===== config.mk =====
export PLATFORM = sky130hd
export DESIGN_NAME = block_field
export DESIGN_NICKNAME = d
export VERILOG_FILES = /design/src/rtl/game_pkg.sv /design/src/rtl/block_overlap.sv /design/src/rtl/block_field.sv
export SDC_FILE = /design/constraint.sdc
export NUM_CORES = 1
export LEC_CHECK = 0
export ABC_AREA = 1
export CORE_UTILIZATION = 40
export DETAILED_ROUTE_END_ITERATION = 6
export SKIP_LAST_GASP = 1
export SLEW_MARGIN = 20
export SYNTH_ARGS = -nofsm -noshare
export SYNTH_HDL_FRONTEND = slang
export SYNTH_HIERARCHICAL = 1
export SYNTH_SLANG_ARGS = --single-unit

===== constraint.sdc =====
create_clock -name clk -period 4 [get_ports clk]
set_input_delay 0.6 -clock clk [delete_from_list [all_inputs] [get_ports clk]]
set_output_delay 0.6 -clock clk [all_outputs]
set_load 0.02 [all_outputs]

===== src/rtl/game_pkg.sv =====
// Shared constants, state encoding and bus payload types for the breakout game.
// The block geometry values are defaults; block_field overrides them by parameter.
package game_pkg;

  localparam int unsigned SCREEN_W = 640;
  localparam int unsigned SCREEN_H = 480;
  localparam int unsigned COORD_W  = 10;

  localparam int unsigned DEF_NUM_BLOCKS  = 10;
  localparam int unsigned DEF_BLOCK_X0    = 0;
  localparam int unsigned DEF_BLOCK_PITCH = 64;
  localparam int unsigned DEF_BLOCK_W     = 60;
  localparam int unsigned DEF_BLOCK_TOP   = 40;
  localparam int unsigned DEF_BLOCK_H     = 20;

  localparam logic [23:0] DEF_BLOCK_COLOR = 24'hFF4000;
  localparam logic [23:0] COLOR_BLACK     = 24'h000000;

  typedef enum logic [1:0] {
    PLAY    = 2'd0,
    HIT     = 2'd1,
    CLEARED = 2'd2
  } state_t;

  // Axis-aligned rectangle as published by the ball
  typedef struct packed {
    logic [COORD_W-1:0] x;
    logic [COORD_W-1:0] y;
    logic [COORD_W-1:0] w;
    logic [COORD_W-1:0] h;
  } rect_t;

endpackage


===== src/rtl/block_overlap.sv =====
// Combinational rectangle-vs-block overlap test. Sums are 11 bits wide so an
// object near the right or bottom screen edge cannot wrap into a false result.
module block_overlap
  import game_pkg::*;
#(
  parameter int unsigned BX = DEF_BLOCK_X0,
  parameter int unsigned BY = DEF_BLOCK_TOP,
  parameter int unsigned BW = DEF_BLOCK_W,
  parameter int unsigned BH = DEF_BLOCK_H
) (
  input  logic [9:0] obj_x,
  input  logic [9:0] obj_y,
  input  logic [9:0] obj_w,
  input  logic [9:0] obj_h,
  output logic       overlap_c
);

  localparam logic [10:0] LEFT   = 11'(BX);
  localparam logic [10:0] RIGHT  = 11'(BX + BW);
  localparam logic [10:0] TOP    = 11'(BY);
  localparam logic [10:0] BOTTOM = 11'(BY + BH);

  logic [10:0] ox;
  logic [10:0] oy;
  logic [10:0] ox_end;
  logic [10:0] oy_end;

  assign ox     = {1'b0, obj_x};
  assign oy     = {1'b0, obj_y};
  assign ox_end = ox + {1'b0, obj_w};
  assign oy_end = oy + {1'b0, obj_h};

  assign overlap_c = (ox < RIGHT) && (ox_end > LEFT) &&
                     (oy < BOTTOM) && (oy_end > TOP);

endmodule


===== src/rtl/block_field.sv =====
// Row of breakable blocks: collide responder for the ball, score keeping,
// field-cleared detection and the block layer of the VGA colour.
module block_field
  import game_pkg::*;
#(
  parameter int unsigned NUM_BLOCKS  = DEF_NUM_BLOCKS,
  parameter int unsigned BLOCK_X0    = DEF_BLOCK_X0,
  parameter int unsigned BLOCK_PITCH = DEF_BLOCK_PITCH,
  parameter int unsigned BLOCK_W     = DEF_BLOCK_W,
  parameter int unsigned BLOCK_TOP   = DEF_BLOCK_TOP,
  parameter int unsigned BLOCK_H     = DEF_BLOCK_H,
  parameter logic [23:0] BLOCK_COLOR = DEF_BLOCK_COLOR
) (
  input  logic                  clk,
  input  logic                  rst,
  input  logic                  restart,
  input  logic [9:0]            x,
  input  logic [9:0]            y,
  input  logic                  active_pixels,
  input  logic [9:0]            ball_x,
  input  logic [9:0]            ball_y,
  input  logic [9:0]            ball_width,
  input  logic [9:0]            ball_height,
  output logic [NUM_BLOCKS-1:0] collide_block,
  output logic [23:0]           vga_color,
  output logic                  block_pixel,
  output logic [NUM_BLOCKS-1:0] alive,
  output logic [3:0]            blocks_left,
  output logic [7:0]            score,
  output logic                  all_cleared
);

  state_t state;
  state_t state_d;

  rect_t ball_c;

  logic [NUM_BLOCKS-1:0] overlap_c;
  logic [NUM_BLOCKS-1:0] pixel_c;
  logic [NUM_BLOCKS-1:0] overlap_q;
  logic [NUM_BLOCKS-1:0] overlap_d;
  logic [NUM_BLOCKS-1:0] hit_c;
  logic [NUM_BLOCKS-1:0] pick_c;
  logic [NUM_BLOCKS-1:0] alive_d;
  logic [NUM_BLOCKS-1:0] collide_d;
  logic [7:0]            score_d;
  logic [9:0]            lat_x;
  logic [9:0]            lat_y;
  logic [9:0]            lat_x_d;
  logic [9:0]            lat_y_d;
  logic [3:0]            left_d;
  logic                  cleared_d;
  logic                  moved_c;

  assign ball_c = '{x: ball_x, y: ball_y, w: ball_width, h: ball_height};

  // Each block is tested against the ball and against the current pixel (a 1x1 box)
  for (genvar i = 0; i < NUM_BLOCKS; i++) begin : g_blk
    localparam int unsigned BX = BLOCK_X0 + i * BLOCK_PITCH;

    block_overlap #(
      .BX(BX), .BY(BLOCK_TOP), .BW(BLOCK_W), .BH(BLOCK_H)
    ) u_ball (
      .obj_x     (ball_c.x),
      .obj_y     (ball_c.y),
      .obj_w     (ball_c.w),
      .obj_h     (ball_c.h),
      .overlap_c (overlap_c[i])
    );

    block_overlap #(
      .BX(BX), .BY(BLOCK_TOP), .BW(BLOCK_W), .BH(BLOCK_H)
    ) u_pix (
      .obj_x     (x),
      .obj_y     (y),
      .obj_w     (10'd1),
      .obj_h     (10'd1),
      .overlap_c (pixel_c[i])
    );
  end

  assign hit_c   = overlap_q & alive;
  assign moved_c = (ball_x != lat_x) || (ball_y != lat_y);

  // Only the lowest-index hit is serviced; others wait for the next PLAY cycle
  always_comb begin
    pick_c = '0;
    for (int i = 0; i < NUM_BLOCKS; i++) begin
      if (hit_c[i] && (pick_c == '0)) begin
        pick_c[i] = 1'b1;
      end
    end
  end

  always_comb begin
    state_d   = state;
    alive_d   = alive;
    collide_d = collide_block;
    score_d   = score;
    lat_x_d   = lat_x;
    lat_y_d   = lat_y;
    overlap_d = overlap_c;

    if (restart) begin
      state_d   = PLAY;
      alive_d   = '1;
      collide_d = '0;
      score_d   = '0;
      overlap_d = '0;
    end else begin
      case (state)
        PLAY: begin
          if (hit_c != '0) begin
            collide_d = pick_c;
            alive_d   = alive & ~pick_c;
            score_d   = (score == 8'hFF) ? score : score + 8'd1;
            lat_x_d   = ball_x;
            lat_y_d   = ball_y;
            state_d   = HIT;
          end
        end
        HIT: begin
          // Held until the ball has moved, so its slow tick is sure to see it
          if (moved_c) begin
            collide_d = '0;
            state_d   = (alive == '0) ? CLEARED : PLAY;
          end
        end
        CLEARED: begin
          collide_d = '0;
        end
        default: begin
          collide_d = '0;
          state_d   = PLAY;
        end
      endcase
    end

    left_d = '0;
    for (int i = 0; i < NUM_BLOCKS; i++) begin
      left_d = left_d + {3'b000, alive_d[i]};
    end
    cleared_d = (state_d == CLEARED);
  end

  always_ff @(posedge clk or posedge rst) begin
    if (rst) begin
      state         <= PLAY;
      alive         <= '1;
      collide_block <= '0;
      score         <= '0;
      blocks_left   <= 4'(NUM_BLOCKS);
      all_cleared   <= 1'b0;
      lat_x         <= '0;
      lat_y         <= '0;
      overlap_q     <= '0;
    end else begin
      state         <= state_d;
      alive         <= alive_d;
      collide_block <= collide_d;
      score         <= score_d;
      blocks_left   <= left_d;
      all_cleared   <= cleared_d;
      lat_x         <= lat_x_d;
      lat_y         <= lat_y_d;
      overlap_q     <= overlap_d;
    end
  end

  assign block_pixel = active_pixels && ((pixel_c & alive) != '0);
  assign vga_color   = block_pixel ? BLOCK_COLOR : COLOR_BLACK;

endmodule

# Yosys cells after proc, flatten, opt, wreduce, memory -nomap -nowiden
# Index checks and enable logic that the tools add are counted.
[classes]
addsub = 14
bitwise = 6
eq_ne = 9
n_lt_le_gt_ge = 44
mux = 28
n_reduce_logical = 88
[ops]
columns = ["op", "n"]
rows = [
  ["> comparator 11 x 9 -> 1 bit, second input constant", 8],
  ["less-than comparator 10 x 9 -> 1 bit, second input constant", 8],
  ["logical AND 1 bit", 70],
  ["2-to-1 mux 10 bit", 7],
  ["> comparator 11 x 10 -> 1 bit, second input constant", 4],
  ["> comparator 11 x 8 -> 1 bit, second input constant", 4],
  ["less-than comparator 10 bit, second input constant", 4],
  ["less-than comparator 10 x 6 -> 1 bit, second input constant", 4],
  ["less-than comparator 10 x 8 -> 1 bit, second input constant", 4],
  ["2-to-1 mux 8 bit", 4],
  ["bitwise AND 10 bit", 3],
  ["adder 4 x 1 -> 4 bit", 6],
  ["2-to-1 mux 24 bit", 1],
  ["adder 10 x 1 -> 11 bit, second input constant", 2],
  ["adder 10 x 10 -> 11 bit", 2],
  ["> comparator 11 x 1 -> 1 bit, second input constant", 2],
  ["> comparator 11 x 6 -> 1 bit, second input constant", 2],
  ["> comparator 11 x 7 -> 1 bit, second input constant", 2],
  ["less-than comparator 10 x 7 -> 1 bit, second input constant", 2],
  ["!= test 10 bit", 2],
  ["case mux 10 bit (2 select lines)", 1],
  ["nonzero test 10 bit", 2],
  ["logical NOT 10 bit", 1],
  ["2-to-1 mux 1 bit", 10],
  ["25 further kinds", 34],
]
[totals]
in_bits = 64
wordCells = 198
out_inout_bits = 58
register_bits = 65

# Depth between registers and ports, before layout
[logic_depth]
word_depth = 43
mapped_depth = 22

# Hierarchy
# Netlist, hierarchy kept.
[by_module_without_submodules]
columns = ["module", "n_inst", "cells_each", "area_each_um2", "seq_area_each_um2"]
rows = [
  ["block_field", 1, 437, 3696.0, 1641.6],
  ["block_overlap (g_blk[3].u_ball ...)", 2, 252, 1330.0, 0.0],
  ["block_overlap (g_blk[5].u_ball ...)", 2, 259, 1308.8, 0.0],
  ["block_overlap (g_blk[2].u_ball ...)", 2, 247, 1281.2, 0.0],
  ["block_overlap (g_blk[6].u_ball ...)", 2, 246, 1276.2, 0.0],
  ["block_overlap (g_blk[0].u_ball ...)", 2, 247, 1275.0, 0.0],
  ["block_overlap (g_blk[8].u_ball ...)", 2, 217, 1204.9, 0.0],
  ["block_overlap (g_blk[9].u_ball ...)", 2, 219, 1129.8, 0.0],
  ["block_overlap (g_blk[7].u_ball ...)", 2, 191, 1023.5, 0.0],
  ["block_overlap (g_blk[4].u_pix)", 1, 253, 1286.2, 0.0],
  ["block_overlap (g_blk[1].u_pix)", 1, 243, 1281.2, 0.0],
  ["block_overlap (g_blk[1].u_ball)", 1, 244, 1257.5, 0.0],
  ["block_overlap (g_blk[4].u_ball)", 1, 238, 1236.2, 0.0],
]

# Least setup slack after synthesis
# Ideal clock, no wire load.
[synth_timing]
path_kind = "input-to-reg"
start = "input port restart"
end = "register blocks_left[2]"
path_stages = 16
arrival_ns = 3.614
n_path_buf = 1
t_required_ns = 3.877
setup_time_ns = 0.123
slack_ns = 0.264
path_cell_list = "buf_4 > nor2_4 > inv_1 > nor3_1 > nand2_1 > o21ai_0 > inv_1 > fa_1 > inv_1 > fa_1 > inv_1 > fa_1 > ha_1 > inv_1 > fa_1 > xor2_1"
[synth_lines]
columns = ["element", "line", "text"]
rows = [
  ["start, declared", "block_field.sv:16", "input logic restart,"],
  ["2-to-1 mux 10 bit", "block_field.sv:104", "if (restart) begin"],
  ["named net alive_d[9]", "block_field.sv:44", "logic [NUM_BLOCKS-1:0] alive_d;"],
  ["adder 4 x 1 -> 4 bit", "block_field.sv:141", "left_d = left_d + {3'b000, alive_d[i]};"],
  ["named net left_d[2]", "block_field.sv:51", "logic [3:0] left_d;"],
  ["end signal, assigned", "block_field.sv:152", "blocks_left <= 4'(NUM_BLOCKS);"],
  ["end signal, assigned", "block_field.sv:162", "blocks_left <= left_d;"],
  ["end, declared", "block_field.sv:28", "output logic [3:0] blocks_left,"],
]
# The timed path passes the listed nets, and every way through them passes these cells.
# A chain may end at the register's enable or synchronous reset.

# Worst setup path after layout
[layout_timing]
start = "input port x[9]"
end = "output port vga_color[20]"
[layout_via]
elab_chain_cells = 9
[layout_lines]
columns = ["element", "line", "text"]
rows = [
  ["start, declared", "block_field.sv:17", "input logic [9:0] x,"],
  ["adder 10 x 1 -> 11 bit", "block_overlap.sv:30", "assign ox_end = ox + {1'b0, obj_w};"],
  ["> comparator 11 x 8 -> 1 bit", "block_overlap.sv:33", "assign overlap_c = (ox < RIGHT) && (ox_end > LEFT) &&"],
  ["logical AND 1 bit * (2 in series)", "block_overlap.sv:33", ""],
  ["logical AND 1 bit *", "block_overlap.sv:34", "(oy < BOTTOM) && (oy_end > TOP);"],
  ["named net pixel_c[3]", "block_field.sv:39", "logic [NUM_BLOCKS-1:0] pixel_c;"],
  ["bitwise AND 10 bit *", "block_field.sv:170", "assign block_pixel = active_pixels && ((pixel_c & alive) != '0);"],
  ["nonzero test 10 bit *", "block_field.sv:170", ""],
  ["logical AND 1 bit *", "block_field.sv:170", ""],
  ["2-to-1 mux 24 bit *", "block_field.sv:171", "assign vga_color = block_pixel ? BLOCK_COLOR : COLOR_BLACK;"],
  ["end, declared", "block_field.sv:25", "output logic [23:0] vga_color,"],
]
# The timed path passes the listed nets; every way through them passes the cells marked *.

==> impl_metrics.env <==
export IMPL_syn_avg_cell_area_um2=5.495
export IMPL_fin_setup_tns_ns=0
export IMPL_rsz0062_at_grt="true"
export IMPL_port_buffers=106
export IMPL_htree_levels=3
export IMPL_hold_path_startpoint="lat_y[5]$_DFFE_PP0P_"
export IMPL_dp_hpwl_um=68060
export IMPL_dr_pass1_iters=7
export IMPL_cap_violations=0
export IMPL_critPathLaunchType="input port"
export IMPL_criticalPathCategory="in2out"
export IMPL_critPathArrivalTime_ns=3.22
export IMPL_power_density_nw_per_um2=179.4
export IMPL_cts_root_buf="clkbuf_16"
export IMPL_wl_per_cell_um=12.90
export IMPL_first_global_vias=29824
export IMPL_ir_drop_v=0.0001779
export IMPL_min_period_over_period_pct=95.55
export IMPL_crit_fanout=11
export IMPL_status="finished with violations"
export IMPL_cts_max_path_buffers=2
export IMPL_synth_async_sr_flop_share_pct=100.0
export IMPL_synth_cell_types=58
export IMPL_finalHoldViolations=0
export IMPL_ant_nets=0
export IMPL_end_kind="output port"
export IMPL_grt_overflow_total=0
export IMPL_placed_area_um2=34260
export IMPL_coreArea_um2=70150
export IMPL_ys_warn_count=6
export IMPL_cts_buffers=9
export IMPL_synthFlopType="dfrtp_1"
export IMPL_netlist_area_um2=28420
export IMPL_timing_rr_start="state[1]$_DFF_PP0_"
export IMPL_wl_um=87980
export IMPL_worst_pin_slew_ns=0.8459
export IMPL_violations="design-rule violations"
export IMPL_die_area_um2=72110
export IMPL_cp_required_ns=3.40
export IMPL_io_pins=122
export IMPL_fp_row_count=97
export IMPL_synth_edf_count=0
export IMPL_antenna_cells=0
export IMPL_max_clock_freq_ghz=0.2616
export IMPL_synth_seq_cells=65
export IMPL_syn_to_final_growth_pct=27.06
export IMPL_crit_start="x[9]"
export IMPL_netlist_instances=5171
export IMPL_drt_drc_violations_left=6
export IMPL_power_leakage_uw=0.02087
export IMPL_grt_use_total_pct=23.55
export IMPL_drt_iter0_drc=1997
export IMPL_start_util_pct=40.51
export IMPL_synthDominantCellAreaShare_pct=24.85
export IMPL_hold_class="reg2reg"
export IMPL_antenna_found_initial=0
export IMPL_via_per_inst=4.826
export IMPL_finalCriticalPeriod_ns=3.822
export IMPL_final_area_um2=36110
export IMPL_synth_area_top_cells="nand2_1 25%, ha_1 18%, inv_1 12%, nand3_1 9.0%, nor2_1 5.8%"
export IMPL_slew_viol_final=0
export IMPL_yosysSeqAreaShare_pct=5.777
export IMPL_hold_buffers=0
export IMPL_slew_headroom_pct=43.43
export IMPL_insertion_delay_ns=0.33
export IMPL_drive_gt1_share_pct=14.71
export IMPL_die_h_um=268.5
export IMPL_tritoncts="built"
export IMPL_synth_largest_area_cell="nand2_1"
export IMPL_gp_congestion=0.9014
export IMPL_die_x_um=268.5
export IMPL_setup_violations=0
export IMPL_nNetsFinal=6388
export IMPL_vias=32910
export IMPL_cts_clk_slew_worst_paths_ns=0.05
export IMPL_finClkSkew_ns=0.008592
export IMPL_cts_sinks=65
export IMPL_grt_start_max_net_pins=51
export IMPL_grt_first_pass_wirelength_um=140300
==> cell type report <==
class / count / area [µm²]
flip-flops and latches: 65 / 1643
inverters: 932 / 3498
clock inverters: 2 / 35.03
clock buffers: 14 / 274.0
fillers: 7475 / 34040
multi-input cells: 4374 / 24800
well taps: 940 / 1176
repair buffers: 493 / 4682
==> final timing paths <==
kind,endpoint,slack [ns],cells past startpoint
min,lat_y[5]$_DFFE_PP0P_,0.50,2
min reg2reg,lat_y[5]$_DFFE_PP0P_,0.50,2
max reg2reg,blocks_left[2]$_DFF_PP0_,0.26,17
min in group asynchronous,score[3]$_DFFE_PP0P_,0.55,2
max,vga_color[20],0.18,19
max in group asynchronous,state[1]$_DFF_PP0_,2.46,3
==> routing by layer <==
metal / vias to the layer above / wire length [µm] / track usage (%)
met5: - / 0 / 0
met4: 0 / 1824 / 4.791
met3: 122 / 3345 / 1.790
met2: 586 / 40990 / 41.13
met1: 14550 / 41820 / 31.52
li1: 17652 / - / -
==> repair_timing <==
action / in CTS / in global routing
resized for setup: 87 / 197
setup endpoints to repair: 10 / 12
gates cloned: 5 / 10
pin swaps: 7 / 43
buffers inserted: 7 / 8
==> state kept, by name (all words and copies together) (netlist names) <==
name / count
lat_y: 10
state: 2
score: 8
blocks_left: 4
overlap_q: 10
lat_x: 10
alive: 10
all_cleared: 1
collide_block: 10
==> worst max-delay path, stage by stage <==
cell and delay, ns:
clkdlybuf4s50_1 0.44, buf_12 0.18, ha_1 0.31, nand2_1 0.12, nor2_2 0.06, inv_1 0.06
nor3_2 0.04, nor2_1 0.10, nand3_1 0.08, nor2_1 0.08, nand2_1 0.10, nand2_2 0.11
nor2_1 0.06, a221oi_2 0.25, nand4_1 0.12, nand2_1 0.09, inv_2 0.07, clkbuf_16 0.18
buf_8 0.13
==> synth_stat cells, drive strengths merged (3+ instances only) <==
cell type and count:
dfrtp 53, xnor2 14, nor3 56, a21o 6
a31oi 21, xor2 32, nand3b 68, ha 403
o21ai 63, o211ai 7, fa 46, or2 15
nand4 125, o21a 7, a21oi 202, dfstp 12
nor4 17, nand3 540, inv 929, clkinv 3
nor3b 6, o21bai 28, nor2 476, nand2 1996
buf 31
==> cells by family (layout without fill, tap and decap cells) <==
kind of cell               Yosys count  count (layout)  share of synthesized area [%]
AOI/OAI and AO/OA                  341             341                          7.155
xor gates and xnor gates            46              46                          1.418
adders and majority gates          449             449                          20.99
buffers and inverters              965            1441                          13.24
DFF                                 65              65                          5.777
other                                2             235                        0.02643
and+or+nand+nor                   3303            3303                          51.40
==> layout by cell type, fill, tap and decap left out, drive strengths merged, types with 3 or more instances in the layout <==
cell	Yosys	final
a21oi	202	202
bufbuf	0	3
xor2	32	32
dfstp	12	12
ha	403	403
o21ai	63	63
a21o	6	6
nor3	56	56
nand2	1996	1996
nor3b	6	6
or2	15	15
conb	2	235
clkinv	3	4
nor2	476	476
nor4	17	17
o211ai	7	7
a31oi	21	21
inv	929	929
nand4	125	125
dfrtp	53	53
o21a	7	7
clkdlybuf4s50	0	76
xnor2	14	14
fa	46	46
nand3b	68	68
buf	31	387
dlymetal6s2s	0	14
o21bai	28	28
clkbuf	2	27
nand3	540	540
==> power breakdown <==
group | switching, µW | internal (µW) | total [µW]
combinational | 2820 | 2000 | 4830
clock | 279 | 532 | 811
sequential | 84.3 | 757 | 841
==> per-stage QoR <==
stage / power [µW] / worst slack (ns) / hold slack [ns] / cells / utilization (%)
after global routing: 7227 / -0.03548 / 0.5159 / 6820 / 51.47
after floorplan: 4013 / 0.2637 / 0.4726 / 5404 / -
final: 6478 / 0.1779 / 0.4961 / 6820 / 51.47
after CTS: 6236 / 0.0001337 / 0.5026 / 6802 / 49.74
after detailed placement: 5345 / -0.8193 / 0.4875 / 6774 / 48.83
after global placement: 5298 / -0.8251 / 0.4839 / 6774 / 48.83
Note: power is estimated with default switching activity, not from simulation.
